<file path="config.mk">
export PLATFORM = sky130hd
export DESIGN_NAME = taus_seed_loader
export DESIGN_NICKNAME = d
export VERILOG_FILES = /design/src/rtl/taus_seed_loader.sv
export SDC_FILE = /design/constraint.sdc
export NUM_CORES = 1
export LEC_CHECK = 0
export BUFFER_PORTS_ARGS = -buffer_cell sky130_fd_sc_hd__buf_2
export CAP_MARGIN = 20
export CELL_PAD_IN_SITES_DETAIL_PLACEMENT = 2
export CELL_PAD_IN_SITES_GLOBAL_PLACEMENT = 2
export CORE_MARGIN = 2
export CORE_UTILIZATION = 38
export DETAILED_ROUTE_END_ITERATION = 10
export GPL_TIMING_DRIVEN = 0
export HOLD_SLACK_MARGIN = 0.05
export PLACE_DENSITY = 0.87
export SKIP_LAST_GASP = 1
export SYNTH_ARGS = -nofsm -noshare
export SYNTH_HDL_FRONTEND = slang
export SYNTH_SLANG_ARGS = --single-unit
</file>
<file path="constraint.sdc">
create_clock -name clk -period 11.75 [get_ports clk]
set_input_delay 3.525 -clock clk [delete_from_list [all_inputs] [get_ports clk]]
set_output_delay 3.525 -clock clk [all_outputs]
set_load 0.02 [all_outputs]
</file>
<file path="src/rtl/taus_seed_loader.sv">
// Seed front-end for the taus88 uniform generator: collects and validates three seed
// words, resets the generator, discards a warm-up run, then streams samples downstream.
module taus_seed_loader #(
    parameter int RST_CYCLES = 2,
    parameter int WARMUP     = 16
) (
    input  logic        clk,
    input  logic        reset,
    input  logic [31:0] seed_data,
    input  logic        seed_valid,
    output logic        seed_ready,
    output logic        seed_err,
    output logic        taus_reset,
    output logic [31:0] s0,
    output logic [31:0] s1,
    output logic [31:0] s2,
    input  logic [31:0] r_in,
    output logic [31:0] rnd_out,
    output logic        rnd_valid,
    output logic        busy
);

    localparam logic [2:0] ST_IDLE  = 3'd0;
    localparam logic [2:0] ST_LOAD  = 3'd1;
    localparam logic [2:0] ST_CHECK = 3'd2;
    localparam logic [2:0] ST_RST   = 3'd3;
    localparam logic [2:0] ST_WARM  = 3'd4;
    localparam logic [2:0] ST_RUN   = 3'd5;

    logic [2:0]  state_reg;
    logic [1:0]  idx_reg;
    logic [7:0]  cnt_reg;
    logic [31:0] shadow_reg [3];
    logic [2:0]  below_min;
    logic        xfer;

    assign seed_ready = (state_reg == ST_IDLE) || (state_reg == ST_LOAD) || (state_reg == ST_RUN);
    assign busy       = (state_reg == ST_CHECK) || (state_reg == ST_RST) || (state_reg == ST_WARM);
    assign xfer       = seed_valid && seed_ready;

    // taus88 minimum-state rules, unsigned: s0 >= 2, s1 >= 8, s2 >= 16
    genvar gi;
    generate
        for (gi = 0; gi < 3; gi++) begin : g_min
            localparam logic [31:0] MIN_VAL = (gi == 0) ? 32'd2 : ((gi == 1) ? 32'd8 : 32'd16);
            assign below_min[gi] = shadow_reg[gi] < MIN_VAL;
        end
    endgenerate

    always_ff @(posedge clk or posedge reset) begin
        if (reset) begin
            state_reg  <= ST_IDLE;
            idx_reg    <= 2'd0;
            cnt_reg    <= 8'd0;
            for (int i = 0; i < 3; i++) shadow_reg[i] <= 32'd0;
            s0         <= 32'd0;
            s1         <= 32'd0;
            s2         <= 32'd0;
            taus_reset <= 1'b1;
            seed_err   <= 1'b0;
            rnd_out    <= 32'd0;
            rnd_valid  <= 1'b0;
        end else begin
            seed_err <= 1'b0;
            case (state_reg)
                ST_IDLE: begin
                    if (xfer) begin
                        shadow_reg[0] <= seed_data;
                        idx_reg       <= 2'd1;
                        state_reg     <= ST_LOAD;
                    end
                end
                ST_LOAD: begin
                    if (xfer) begin
                        shadow_reg[idx_reg] <= seed_data;
                        if (idx_reg == 2'd2) begin
                            idx_reg   <= 2'd0;
                            state_reg <= ST_CHECK;
                        end else begin
                            idx_reg <= idx_reg + 2'd1;
                        end
                    end
                end
                ST_CHECK: begin
                    // A rejected set leaves the running seeds and generator reset untouched
                    if (|below_min) begin
                        seed_err  <= 1'b1;
                        state_reg <= ST_IDLE;
                    end else begin
                        s0         <= shadow_reg[0];
                        s1         <= shadow_reg[1];
                        s2         <= shadow_reg[2];
                        taus_reset <= 1'b1;
                        cnt_reg    <= 8'(RST_CYCLES);
                        state_reg  <= ST_RST;
                    end
                end
                ST_RST: begin
                    if (cnt_reg <= 8'd1) begin
                        taus_reset <= 1'b0;
                        cnt_reg    <= 8'(WARMUP);
                        state_reg  <= (WARMUP == 0) ? ST_RUN : ST_WARM;
                    end else begin
                        cnt_reg <= cnt_reg - 8'd1;
                    end
                end
                ST_WARM: begin
                    if (cnt_reg <= 8'd1) begin
                        state_reg <= ST_RUN;
                    end else begin
                        cnt_reg <= cnt_reg - 8'd1;
                    end
                end
                ST_RUN: begin
                    // A reseed freezes the output stream; the generator keeps its old seeds for now
                    if (xfer) begin
                        shadow_reg[0] <= seed_data;
                        idx_reg       <= 2'd1;
                        rnd_valid     <= 1'b0;
                        state_reg     <= ST_LOAD;
                    end else begin
                        rnd_out   <= r_in;
                        rnd_valid <= 1'b1;
                    end
                end
                default: state_reg <= ST_IDLE;
            endcase
        end
    end

endmodule

</file>
==> Implementation_results.wiki <==
{| class="wikitable"
! Metric !! Value
|-
| Maximum number of pins on one net before global-route repair || 95
|-
| Width of the chip || 163 um
|-
| Cell area after technology mapping || 9610 um^2
|-
| Total power density per cell area || 320 nW/um^2
|-
| Max FFs per register || 96
|-
| Number of library cell types mapped by synthesis || 49
|-
| Filler cells || 2396
|-
| Clock Tree Buf Depth || 3
|-
| Final min period || 5.34 ns
|-
| Count of maximum capacitance violations || 0
|-
| Nets || 913
|-
| End of the worst register-to-register path || s0[14]$_DFFE_PP0P_
|-
| Worst reg2reg path depth || 9
|-
| Die outline height || 163 um
|-
| Kind of end point of the critical path || output port
|-
| Fraction of synthesis flops using an asynchronous set or reset pin || 100%
|-
| Setup_tns || 0 ns
|-
| Number of warnings printed during yosys synthesis || 0
|-
| Post-route DRC || 0
|-
| Detailed-router iteration count before antenna repair || 6
|-
| CTS Root Buffer Type || sky130_fd_sc_hd__clkbuf_16
|-
| DR WL/cell || 23.0 um
|-
| Worst reg2reg setup slack || 9.00 ns
|-
| Number of buffers added on ports || 199
|-
| Leakage || 5.78 nW
|-
| Path type of the worst min-delay path || reg2reg
|-
| Antenna violations before repair || 2
|-
| Number of synthesized flops with an enable pin || 0
|-
| DRT Wirelength || 27500 um
|-
| Final ANT Viol Nets || 0
|-
| Routability Congestion || 0.744
|-
| Post-route clock skew || 0.0110 ns
|-
| Clk sink count || 240
|-
| Max-slew violations || 0
|-
| Post-CTS setup-driven buffer insertion count || 0
|-
| Total nets after synthesis || 684
|-
| Cts repair resizes || 0
|-
| Critical path cell sequence || clkbuf_1 -> nand2b_1 -> nand2_1 -> buf_2
|-
| Final-report setup violation count || 0
|-
| Period utilisation layout || 45.4%
|-
| Core Rows || 58
|-
| TritonCTS Buffers || 26
|-
| Endpoints failing hold || 0
|-
| Fraction of synthesized cell area taken by the top area cell type || 62.2%
|-
| Cell type with the largest total area after synthesis || sky130_fd_sc_hd__dfrtp_1
|-
| Synthesized instance count || 615
|-
| Kind of start point of the critical path || flop
|-
| Commonest cells after routing, fill and taps aside || 239 x sky130_fd_sc_hd__dfrtp_1, 214 x sky130_fd_sc_hd__buf_2, 177 x sky130_fd_sc_hd__mux2_2
|-
| Average vias per placed instance || 5.04
|-
| Source of the worst hold timing path || s0[18]$_DFFE_PP0P_
|-
| Slew at the pin closest to its max-slew limit || 0.818 ns
|-
| Via count || 6027
|-
| Initial core utilization || 38.4%
|-
| Startpoint of the worst-slack reg-to-reg timing path || shadow_reg[20]$_DFFE_PP0P_
|-
| H-tree Lvls || 1
|-
| Share of power burned in combinational logic || 36.0%
|-
| Reg clk slew, reported paths || 0.07 ns
|-
| Worst EP arrival || 1.81 ns
|-
| Portion of the post-synthesis area used by sequential elements || 62.5%
|-
| Setup Crit Path Kind || reg2out
|-
| Count of hold buffers inserted by post-cts repair || 0
|-
| Worst Path Max Fanout || 10
|-
| Master of the slowest instance on the critical path || sky130_fd_sc_hd__dfrtp_1
|-
| Flip-flop and latch count after synthesis || 240
|-
| Wire length of the first global-routing pass || 43200 um
|-
| Synthesized area per cell || 15.6 um^2
|-
| Standard cell core area || 25000 um^2
|-
| Share of total power consumed by net switching || 36.2%
|-
| Synth area leaders || sky130_fd_sc_hd__dfrtp_1 62%, sky130_fd_sc_hd__mux2_2 21%, sky130_fd_sc_hd__mux2_4 6.1%, sky130_fd_sc_hd__nor4_1 1.4%, sky130_fd_sc_hd__mux2_1 0.94%
|-
| Number of I/O pins || 200
|-
| Setup repair after global routing missed its margin || no
|-
| Sum of net half-perimeters after detailed placement || 19900 um
|-
| Status || complete, no violations
|-
| Achievable frequency || 0.187 GHz
|-
| Die Area || 26600 um^2
|-
| Total gr overflow || 0
|-
| Area growth from synthesis to layout || 25.4%
|-
| WHS Endpoint || s0[18]$_DFFE_PP0P_
|-
| Net switching component of the power || 1.39 mW
|-
| Post-layout util || 48.1%
|-
| Commonest register cell after synthesis || sky130_fd_sc_hd__dfrtp_1
|-
| GRT Overall Usage || 21.1%
|-
| Worst relative slew slack || 45.4%
|-
| Data required time of the critical path || 8.23 ns
|-
| Most common library cell in the layout ignoring fill and taps || sky130_fd_sc_hd__dfrtp_1
|-
| Iteration-0 DRC count of the detailed router || 174
|-
| Internal power || 2.46 mW
|-
| Share of final-layout standard cells stronger than drive strength 1 || 57.1%
|-
| Clock share of power || 23.7%
|-
| Part of the power in registers || 40.3%
|-
| Cell depth of the worst hold path || 1
|-
| Peak VDD IR || 0.158 mV
|-
| Via count of the first global-routing pass || 7057
|-
| TritonCTS clock tree || yes
|-
| Clk Latency, worst-skew pair || 0.53 ns
|-
| CP peak stage delay || 0.43 ns
|}
-- routing by layer --
metal  global-route usage, %  up-vias  routed length, um
met2                    38.4      164              14500
li1                        -     2673                  -
met3                    5.28       35               1580
met4                    4.06        2                488
met5                       0        -                 16
met1                    25.5     3153              11000
-- kinds of logic (layout without fill, tap and decap cells) --
| logic type | Yosys count | after routing | share of synthesized area [%] |
|---|---|---|---|
| XOR/XNOR | 1 | 1 | 0.0912 |
| multiplexers | 225 | 225 | 27.9 |
| AO/OA/AOI/OAI | 31 | 31 | 2.14 |
| other | 0 | 1 | 0 |
| flip-flops | 240 | 240 | 62.5 |
| AND/OR/NAND/NOR | 82 | 82 | 4.83 |
| adder cells (fa/ha/maj) | 2 | 2 | 0.260 |
| buffers and inverters | 34 | 283 | 2.29 |
-- stage by stage --
stage	instance area (um^2)	cells	setup slack [ns]	total power, mW	hold WS, ns
after global routing	12000	1194	6.28	4.06	0.501
final	12100	1195	6.41	3.85	0.479
after detailed placement	11100	1146	6.47	2.95	0.473
after global placement	11000	1144	-1.11	2.83	0.455
after CTS	12000	1194	6.37	3.91	0.487
after floorplan	9610	615	1.64	2.40	0.465
-- area by class of cell --
type	instances	area (um^2)	area share, %
plain buffers	26	190	1.58
clock inverters	11	184	1.53
multi-input cells	341	3380	28.1
repair buffers	201	1050	8.72
well taps	330	413	3.43
inverters	8	37.5	0.311
diodes	1	2.50	0.0208
flip-flops and latches	240	6010	49.8
clock buffers	37	783	6.50
-- synth_stat cells (2+ instances only) --
cell and instances:
sky130_fd_sc_hd__nor3_1 6, sky130_fd_sc_hd__buf_2 15, sky130_fd_sc_hd__nand3_1 3, sky130_fd_sc_hd__buf_1 2
sky130_fd_sc_hd__a21oi_1 3, sky130_fd_sc_hd__mux2_2 177, sky130_fd_sc_hd__nor2_1 16, sky130_fd_sc_hd__nor2b_1 3
sky130_fd_sc_hd__buf_6 4, sky130_fd_sc_hd__mux2_4 39, sky130_fd_sc_hd__dfrtp_1 239, sky130_fd_sc_hd__o31ai_1 2
sky130_fd_sc_hd__nand2b_1 5, sky130_fd_sc_hd__nand4_1 5, sky130_fd_sc_hd__a31oi_1 8, sky130_fd_sc_hd__ha_1 2
sky130_fd_sc_hd__clkbuf_1 2, sky130_fd_sc_hd__a211oi_1 2, sky130_fd_sc_hd__inv_1 7, sky130_fd_sc_hd__nor4_1 21
sky130_fd_sc_hd__mux2_1 8, sky130_fd_sc_hd__nand2_1 13, sky130_fd_sc_hd__buf_12 2, sky130_fd_sc_hd__o21ai_0 6
-- worst max path at each step --
| stage | start | endpoint | slack [ns] |
|---|---|---|---|
| after floorplan | reset | cnt_reg[0]$_DFFE_PP0P_ | 1.64 |
| after global placement | reset | shadow_reg[7]$_DFFE_PP0P_ | -1.11 |
| after detailed placement | seed_valid | shadow_reg[75]$_DFFE_PP0P_ | 6.47 |
| after CTS | state_reg[1]$_DFFE_PP0P_ | busy | 6.37 |
| after global routing | state_reg[1]$_DFFE_PP0P_ | busy | 6.28 |
| final | state_reg[1]$_DFFE_PP0P_ | busy | 6.41 |
-- critical path, delay by kind of cell (launching register included) --
family                 cells  cell delay, ns
DFF                        1            0.43
buffers and inverters      2            0.53
and+or+nand+nor            2            0.32
-- power groups by stage --
stage | clock network (mW) | logic [mW] | registers (mW)
final | 0.911 | 1.39 | 1.55
after global placement | 0 | 1.31 | 1.52
after global routing | 0.966 | 1.49 | 1.61
after floorplan | 0 | 0.677 | 1.72
after CTS | 0.935 | 1.41 | 1.56
after detailed placement | 0 | 1.39 | 1.56
Power figures use the tool's default switching activity.
